[config.mk]
export PLATFORM = sky130hd
export DESIGN_NAME = dpd_lut_loader
export DESIGN_NICKNAME = d
export VERILOG_FILES = /design/src/rtl/dpd_pkg.sv /design/src/rtl/dpd_lut_cksum.sv /design/src/rtl/dpd_lut_loader.sv
export SDC_FILE = /design/constraint.sdc
export NUM_CORES = 1
export LEC_CHECK = 0
export CAP_MARGIN = 5
export CORE_AREA = 2 2 161 163
export DETAILED_ROUTE_END_ITERATION = 16
export DIE_AREA = 0 0 163 165
export GPL_ROUTABILITY_DRIVEN = 0
export HOLD_SLACK_MARGIN = 0.08
export PLACE_DENSITY = 0.63
export RECOVER_POWER = 100
export SYNTH_ARGS = -nofsm -noshare
export SYNTH_HDL_FRONTEND = slang
export SYNTH_HIERARCHICAL = 1
export SYNTH_SLANG_ARGS = --single-unit
[constraint.sdc]
create_clock -name clk -period 5.73 [get_ports clk]
set_clock_uncertainty 0.1 [all_clocks]
set_input_delay 0.8595 -clock clk [delete_from_list [all_inputs] [get_ports clk]]
set_output_delay 0.8595 -clock clk [all_outputs]
set_load 0.005 [all_outputs]
[src/rtl/dpd_pkg.sv]
// Shared types and sizing for the DPD LUT configuration loader.
package dpd_pkg;

  // Loader sequencing states.
  typedef enum logic [2:0] {
    IDLE  = 3'd0,
    WRITE = 3'd1,
    READ  = 3'd2,
    DRAIN = 3'd3,
    CHECK = 3'd4,
    DONE  = 3'd5
  } state_e;

  // Default LUT geometry of a production row.
  localparam int unsigned ADDR_WIDTH_DEF = 10;
  localparam int unsigned DEPTH          = 1 << ADDR_WIDTH_DEF;

endpackage

[src/rtl/dpd_lut_cksum.sv]
// Wrapping accumulator with synchronous clear and add-enable.
// Clear has priority so a new load never inherits a stale partial sum.
module dpd_lut_cksum #(
  parameter int W = 32
) (
  input  logic         clk,
  input  logic         rst_n,
  input  logic         clr_i,
  input  logic         en_i,
  input  logic [W-1:0] din_i,
  output logic [W-1:0] sum_o
);

  logic [W-1:0] sum_q, sum_d;

  // Next sum: clear, add (mod 2^W), or hold.
  always_comb begin
    sum_d = sum_q;
    if (clr_i)     sum_d = '0;
    else if (en_i) sum_d = sum_q + din_i;
  end

  // Sum register.
  always_ff @(posedge clk or negedge rst_n) begin
    if (!rst_n) sum_q <= '0;
    else        sum_q <= sum_d;
  end

  assign sum_o = sum_q;

endmodule

[src/rtl/dpd_lut_loader.sv]
// Configuration-port sequencer for one DPD LUT row: streams a full LUT into
// the selected i-delay LUT, optionally reads it back and compares checksums.
module dpd_lut_loader
  import dpd_pkg::*;
#(
  parameter int I_DELAY_MAX = 8,
  parameter int IDX_WIDTH   = 3,
  parameter int DATA_WIDTH  = 32,
  parameter int ADDR_WIDTH  = ADDR_WIDTH_DEF
) (
  input  logic                   clk,
  input  logic                   rst_n,
  input  logic                   start,
  input  logic [IDX_WIDTH-1:0]   lut_idx,
  input  logic                   verify_en,
  input  logic                   abort,
  input  logic                   s_valid,
  input  logic [DATA_WIDTH-1:0]  s_data,
  output logic                   s_ready,
  output logic [ADDR_WIDTH-1:0]  config_addr,
  output logic [DATA_WIDTH-1:0]  config_din,
  input  logic [DATA_WIDTH-1:0]  config_dout,
  output logic [I_DELAY_MAX-1:0] config_lutId,
  output logic                   config_web,
  output logic                   busy,
  output logic                   done,
  output logic                   error,
  output logic [DATA_WIDTH-1:0]  checksum
);

  state_e                 state_q, state_d;
  // One extra bit so waddr reaching DEPTH marks completion without aliasing to 0.
  logic [ADDR_WIDTH:0]    waddr_q, waddr_d;
  logic [IDX_WIDTH-1:0]   idx_q, idx_d;
  logic                   verify_q, verify_d;
  logic                   err_q, err_d;
  logic                   done_q, done_d;
  logic                   web_q, web_d;
  logic                   rdv_q, rdv_d;
  logic [ADDR_WIDTH-1:0]  addr_q, addr_d;
  logic [DATA_WIDTH-1:0]  din_q, din_d;
  logic [I_DELAY_MAX-1:0] lutid_q, lutid_d;

  logic                   hs;
  logic                   idx_ok;
  logic                   sum_clr;
  logic [DATA_WIDTH-1:0]  wsum, rsum;

  // Ready only while words remain; drops once waddr hits DEPTH.
  assign s_ready = (state_q == WRITE) && !waddr_q[ADDR_WIDTH];
  // A word offered alongside abort is dropped.
  assign hs      = s_valid && s_ready && !abort;
  assign idx_ok  = (32'(lut_idx) < 32'(I_DELAY_MAX));

  // Next-state, datapath and strobe decode.
  always_comb begin
    state_d  = state_q;
    waddr_d  = waddr_q;
    idx_d    = idx_q;
    verify_d = verify_q;
    err_d    = err_q;
    done_d   = 1'b0;
    web_d    = 1'b0;
    rdv_d    = 1'b0;
    addr_d   = addr_q;
    din_d    = din_q;
    sum_clr  = 1'b0;
    lutid_d  = '0;

    case (state_q)
      IDLE: begin
        if (start) begin
          if (idx_ok) begin
            state_d  = WRITE;
            waddr_d  = '0;
            err_d    = 1'b0;
            idx_d    = lut_idx;
            verify_d = verify_en;
            sum_clr  = 1'b1;
          end else begin
            // Bad index: report immediately, never leave IDLE.
            done_d = 1'b1;
            err_d  = 1'b1;
          end
        end
      end
      WRITE: begin
        if (hs) begin
          web_d   = 1'b1;
          addr_d  = waddr_q[ADDR_WIDTH-1:0];
          din_d   = s_data;
          waddr_d = waddr_q + 1'b1;
        end else if (waddr_q[ADDR_WIDTH]) begin
          // Final strobe is on the port this cycle; preload the read address.
          addr_d = '0;
          if (verify_q) begin
            state_d = READ;
          end else begin
            state_d = DONE;
            done_d  = 1'b1;
          end
        end
      end
      READ: begin
        // Data for this address returns next cycle.
        rdv_d = 1'b1;
        if (addr_q == {ADDR_WIDTH{1'b1}}) state_d = DRAIN;
        else                              addr_d  = addr_q + 1'b1;
      end
      DRAIN: state_d = CHECK;
      CHECK: begin
        err_d   = (rsum != wsum);
        state_d = DONE;
        done_d  = 1'b1;
      end
      DONE:    state_d = IDLE;
      default: state_d = IDLE;
    endcase

    if (abort && (state_q != IDLE)) begin
      web_d = 1'b0;
      rdv_d = 1'b0;
      err_d = 1'b1;
      if (state_q == DONE) begin
        state_d = IDLE;
        done_d  = 1'b0;
      end else begin
        state_d = DONE;
        done_d  = 1'b1;
      end
    end

    // Select held continuously from WRITE through CHECK for the row's readback mux.
    if (state_d inside {WRITE, READ, DRAIN, CHECK})
      lutid_d = I_DELAY_MAX'(1) << idx_d;
  end

  // State and registered config-port outputs.
  always_ff @(posedge clk or negedge rst_n) begin
    if (!rst_n) begin
      state_q  <= IDLE;
      waddr_q  <= '0;
      idx_q    <= '0;
      verify_q <= 1'b0;
      err_q    <= 1'b0;
      done_q   <= 1'b0;
      web_q    <= 1'b0;
      rdv_q    <= 1'b0;
      addr_q   <= '0;
      din_q    <= '0;
      lutid_q  <= '0;
    end else begin
      state_q  <= state_d;
      waddr_q  <= waddr_d;
      idx_q    <= idx_d;
      verify_q <= verify_d;
      err_q    <= err_d;
      done_q   <= done_d;
      web_q    <= web_d;
      rdv_q    <= rdv_d;
      addr_q   <= addr_d;
      din_q    <= din_d;
      lutid_q  <= lutid_d;
    end
  end

  // Sum of accepted stream words.
  dpd_lut_cksum #(.W(DATA_WIDTH)) u_wsum (
    .clk   (clk),
    .rst_n (rst_n),
    .clr_i (sum_clr),
    .en_i  (hs),
    .din_i (s_data),
    .sum_o (wsum)
  );

  // Sum of read-back words, one cycle behind the address.
  dpd_lut_cksum #(.W(DATA_WIDTH)) u_rsum (
    .clk   (clk),
    .rst_n (rst_n),
    .clr_i (sum_clr),
    .en_i  (rdv_q),
    .din_i (config_dout),
    .sum_o (rsum)
  );

  assign config_addr  = addr_q;
  assign config_din   = din_q;
  assign config_lutId = lutid_q;
  assign config_web   = web_q;
  assign busy         = (state_q != IDLE);
  assign done         = done_q;
  assign error        = err_q;
  assign checksum     = wsum;

endmodule
# == Word level (Yosys, flattened, before mapping) ==
# Index checks and enable logic that the tools add are counted.
# word_totals
ff_bits,136
in_bits,73
out_inout_bits,87
elab_cells,91
# classes
addsub,4
eq_ne,16
n_shift,1
n_mux,38
reduce_logical,19
# ops
operator,n
2-to-1 mux 32 bit,4
adder 32 bit,2
!= test 32 bit,1
2-to-1 mux 10 bit,3
2-to-1 mux 3 bit,9
2-to-1 mux 11 bit,2
one-hot mux 11 bit (2 select lines),1
one-hot mux 10 bit (2 select lines),1
one-hot mux 3 bit (5 select lines),1
2-to-1 mux 1 bit,14
== test 3 x 2 -> 1 bit (second input constant),4
adder 11 x 1 -> 11 bit (second input constant),1
adder 10 x 1 -> 10 bit (second input constant),1
== test 10 bit (second input constant),1
== test 3 bit (second input constant),3
2-to-1 mux 8 bit,1
nonzero test 2 bit,4
left shift 1 x 3 -> 8 bit (first input constant),1
== test 3 x 1 -> 1 bit (second input constant),2
!= test 2 bit (second input constant),3
!= test 3 bit (second input constant),2
AND reduction 2 bit,3
AND reduction 3 bit,2
nonzero test 3 bit,2
other kinds (5),10

# == Depth between registers and ports, before layout ==
# depth
depth_word,10
depth_mapped,11
depth_no_buf,11

# == Cells and area by module ==
# Netlist, hierarchy kept.
# modules_own_cells
module,instances,cells_each,area_per_inst_um2,seq_area_each_um2
dpd_lut_cksum,2,346,2949.1,800.8
dpd_lut_loader,1,414,3782.4,1801.7

# == Least setup slack after synthesis ==
# No wires, ideal clock.
# synth_timing
kind,input to register
start,input port config_dout[9]
end,register u_rsum.sum_q[31] (netlist: u_rsum/sum_o[31])
setup_ns,0.128
arrival_ns,2.911
t_required_ns,5.502
setup_slack_ns,2.592
cell_stages,9
path_buffers,0
path_cell_list,ha_1 > nand3_1 > or4_1 > o211ai_2 > a21oi_2 > a41o_1 > nand3b_1 > a31oi_1 > mux2_1
# synth_between
elab_chain_len,3
# synth_lines
item,line,rtl
start: declaration,dpd_lut_loader.sv:22,"input logic [DATA_WIDTH-1:0] config_dout,"
adder 32 bit,dpd_lut_cksum.sv:20,else if (en_i) sum_d = sum_q + din_i;
2-to-1 mux 32 bit,dpd_lut_cksum.sv:20,
2-to-1 mux 32 bit,dpd_lut_cksum.sv:19,if (clr_i) sum_d = '0;
end signal: assignment,dpd_lut_cksum.sv:26,else sum_q <= sum_d;
end: declaration,dpd_lut_cksum.sv:14,"logic [W-1:0] sum_q, sum_d;"
# Every way passes these cells. The select of a mux whose other input is x is not followed.
# A chain may end at the register's enable or synchronous reset.

# == Final worst setup path ==
# layout_timing
start,input port abort
end,register u_wsum.sum_q[29] (netlist: u_wsum/sum_o[29])
# layout_between
elab_chain_len,3
# layout_lines
item,line,rtl
start: declaration,dpd_lut_loader.sv:16,"input logic abort,"
zero test 1 bit,dpd_lut_loader.sv:52,assign hs = s_valid && s_ready && !abort;
logical AND 1 bit,dpd_lut_loader.sv:52,
nonzero test 2 bit (no source line),--,
end signal: assignment,dpd_lut_cksum.sv:26,
end: declaration,dpd_lut_cksum.sv:14,
# Every way passes these cells.

==> reports/results.txt <==
N_diodes: 0
Final Cycle Share: 79.4%
Total gr overflow: 0
Sequential share of power: 31.8%
Max IR drop VDD: 0.000229 V
#FFs+latches synth: 136
Clk slew on worst S/H paths: 0.07 ns
Worst Setup Path Type: primary input to register
Hold Slack: 0.371 ns
Layout cell share with drive strength beyond 1: 5.17%
Yosys cell types: 68
Tot GR Track Use: 21.1%
Die height: 165 µm
EDFF count, synth: 0
Max_cap viols: 1
Buffer count from post-CTS setup fixing: 0
DR DRC count: 0
Fmax: 220 MHz
Combinational power share: 44.9%
Slew HR: -161%
Placed Cells: 1555
Final core utilization: 48.3%
Cell leakage power: 5.68 nW
Worst Hold End: config_din[13]
Setup crit start kind: primary input
Detailed placement HPWL: 20.6 mm
Predominant post-synthesis flop cell: dfrtp_1
Synthesized area per cell: 8.75 µm²
Least-Margin Pin Slew: 3.92 ns
Initial antenna violation count: 0
Die Span X: 163 µm
Register area share after synthesis: 35.2%
Via count: 8648
Final Hold Vio Count: 0
TNS Setup: 0 ns
Switching Share: 39.2%
Critical path data required time: 5.98 ns
Cell Area, Synth: 9680 µm²
Fillers: 2429
RSZ-0062 raised after global routing: no
I/O pin count: 160
Number of clock sinks: 136
Worst Hold Class: register to register
Power per cell area: 405 nW/µm²
CP Data Arrival Time: 4.80 ns
Final nets: 1383
CTS tree: yes
Starting DRT DRC Count: 664
Clk network pwr share: 23.4%
Hold path depth: 2
Switching pwr: 1.92 mW
Clk_lat worst skew: 0.43 ns
Port bufs: 159
Final wirelength: 27.5 mm
Clock root buffer: clkbuf_16
CP Capture Type: register
Syn Inst Count: 1106
Core Box Area: 25000 µm²
Starting Density: 38.7%
Final setup vio count: 0
Final std cells w/o fill: 1587
Max Root-Sink Buffers: 2
CTS buffer count: 17
Worst reg2reg setup slack: 1.58 ns
Fin. max-slew vios: 70
DR WL/cell: 17.4 µm
Layout area overhead: 24.9%
Num rows: 58
Cts hold-fix bufs: 0
Yosys warning count: 6
Violated checks: capacitance limit, slew limit
Hold_sp: config_din[13]
Largest net degree at the start of global routing: 70
Crit Path Max Fanout: 43
First-pass GRT wire length: 44.6 mm
H-tree depth: 4
R2r endpoint: u_wsum/sum_o[29]
Syn Nets: 1245
Vias in the first global route: 8295
First drt pass iteration count: 5
Antenna Nets Post-Route: 0
Pint: 2.97 mW
Asr flop ratio synth: 100%
Cells on worst reg2reg path: 7
Min cycle time layout: 4.55 ns
Post-CTS sizing: 0
Vias per cell: 5.45
Die area: 26900 µm²
Status: finished, violations left
Reg-to-reg startpoint: state_q[2]
## synth_stat cells (8+ instances only)
library cell,number,share of area (%)
nand2_1,149,5.8
dfrtp_1,136,35
nor2_1,96,3.7
a21oi_1,65,3.4
ha_1,64,8.3
xnor2_1,47,4.3
nand3_1,45,2.3
o21ai_0,42,2.2
mux2i_1,38,3.9
a21o_1,34,2.6
xor2_1,31,2.8
clkbuf_1,25,0.97
inv_1,25,0.97
nor2b_1,24,1.6
a31oi_1,23,1.5
nor3_1,23,1.2
nand4_1,20,1.3
buf_2,13,0.67
o21a_1,11,0.85
o31ai_1,11,0.85
nor4_1,10,0.65
or3_1,10,0.65
a211oi_1,9,0.70
nand2b_1,9,0.58
a221o_1,8,0.83
and3_1,8,0.52
buf_1,8,0.31
## logic make-up after synthesis
logic type | after synthesis | share of synthesized area [%]
AND/OR/NAND/NOR | 428 | 21.2
AO/OA/AOI/OAI | 278 | 19.9
flip-flops | 136 | 35.2
XOR/XNOR | 78 | 7.06
buffers and inverters | 76 | 3.35
adder cells (fa/ha/maj) | 66 | 8.69
multiplexers | 44 | 4.67
## through the flow
stage | area [µm²] | worst slack [ns] | power [mW]
final | 12100 | 1.18 | 4.89
after global routing | 12100 | 0.772 | 5.26
after CTS | 12100 | 1.79 | 5.04
after detailed placement | 11500 | 1.35 | 3.87
after global placement | 11500 | 1.43 | 3.84
after floorplan | 9680 | 2.59 | 2.87
## layout by cell type (no fill, tap or decap), drive strengths merged, types with 10 or more instances in the layout
cell	instances
nand2	149
dfrtp	136
nor2	98
dlygate4sd3	88
clkdlybuf4s50	70
a21oi	68
ha	64
xnor2	47
o21ai	47
nand3	45
mux2i	38
a21o	34
xor2	31
inv	27
nor2b	24
a31oi	24
nor3	23
clkbuf	22
nand4	20
o31ai	11
o21a	11
or3	10
nor4	10
## per-layer routing
metal	track usage, %	vias up	wire length, µm	part of all wire (%)
met3	4.82	28	1530	5.5
met5	0	-	0	0
met1	28.3	4081	12700	46
li1	-	4299	-	-
met4	5.35	0	376	1.4
met2	34.5	240	12900	47
## power by group through the flow
stage	clock, mW	sequential [mW]	combinational (mW)
CTS	1.16	1.57	2.31
global placement	0	1.58	2.26
floorplan	0	1.49	1.38
global route	1.21	1.60	2.45
finish	1.14	1.55	2.20
detailed placement	0	1.58	2.29
## registers in the layout (all words and copies together), names as in the netlist, 3 cells and up
register / flops
idx_q: 3
config_lutId: 8
waddr_q: 11
config_din: 32
u_rsum/sum_o: 32
config_addr: 10
state_q: 3
u_wsum/sum_o: 32
## worst max-delay path by stage
stage              startpoint               end  slack, ns
2_1_floorplan  config_dout[9]  u_rsum/sum_o[31]       2.59
3_3_place_gp            abort  u_wsum/sum_o[29]       1.43
3_5_place_dp            abort  u_wsum/sum_o[29]       1.35
4_1_cts                 abort  u_wsum/sum_o[29]       1.79
5_1_grt                 rst_n        state_q[0]       0.77
6_report                abort  u_wsum/sum_o[29]       1.18
## area by class of cell
class / count / area (µm²) / share of cell area, %
well taps: 330 / 413 / 3.42
inverters: 26 / 97.6 / 0.807
flip-flops and latches: 136 / 3400 / 28.2
repair buffers: 169 / 1650 / 13.6
multi-input cells: 894 / 5920 / 49.0
clock inverters: 15 / 179 / 1.48
clock buffers: 17 / 425 / 3.52
## worst max-delay path, cell delays in order
cell and delay [ns]:
dlygate4sd3_1 0.70, nor2b_1 0.30, nand2_1 0.09, buf_4 0.26
inv_1 1.00, inv_1 0.62, or4b_2 0.76, o211ai_1 0.17
No activity file was read; power rests on OpenSTA's default activity.
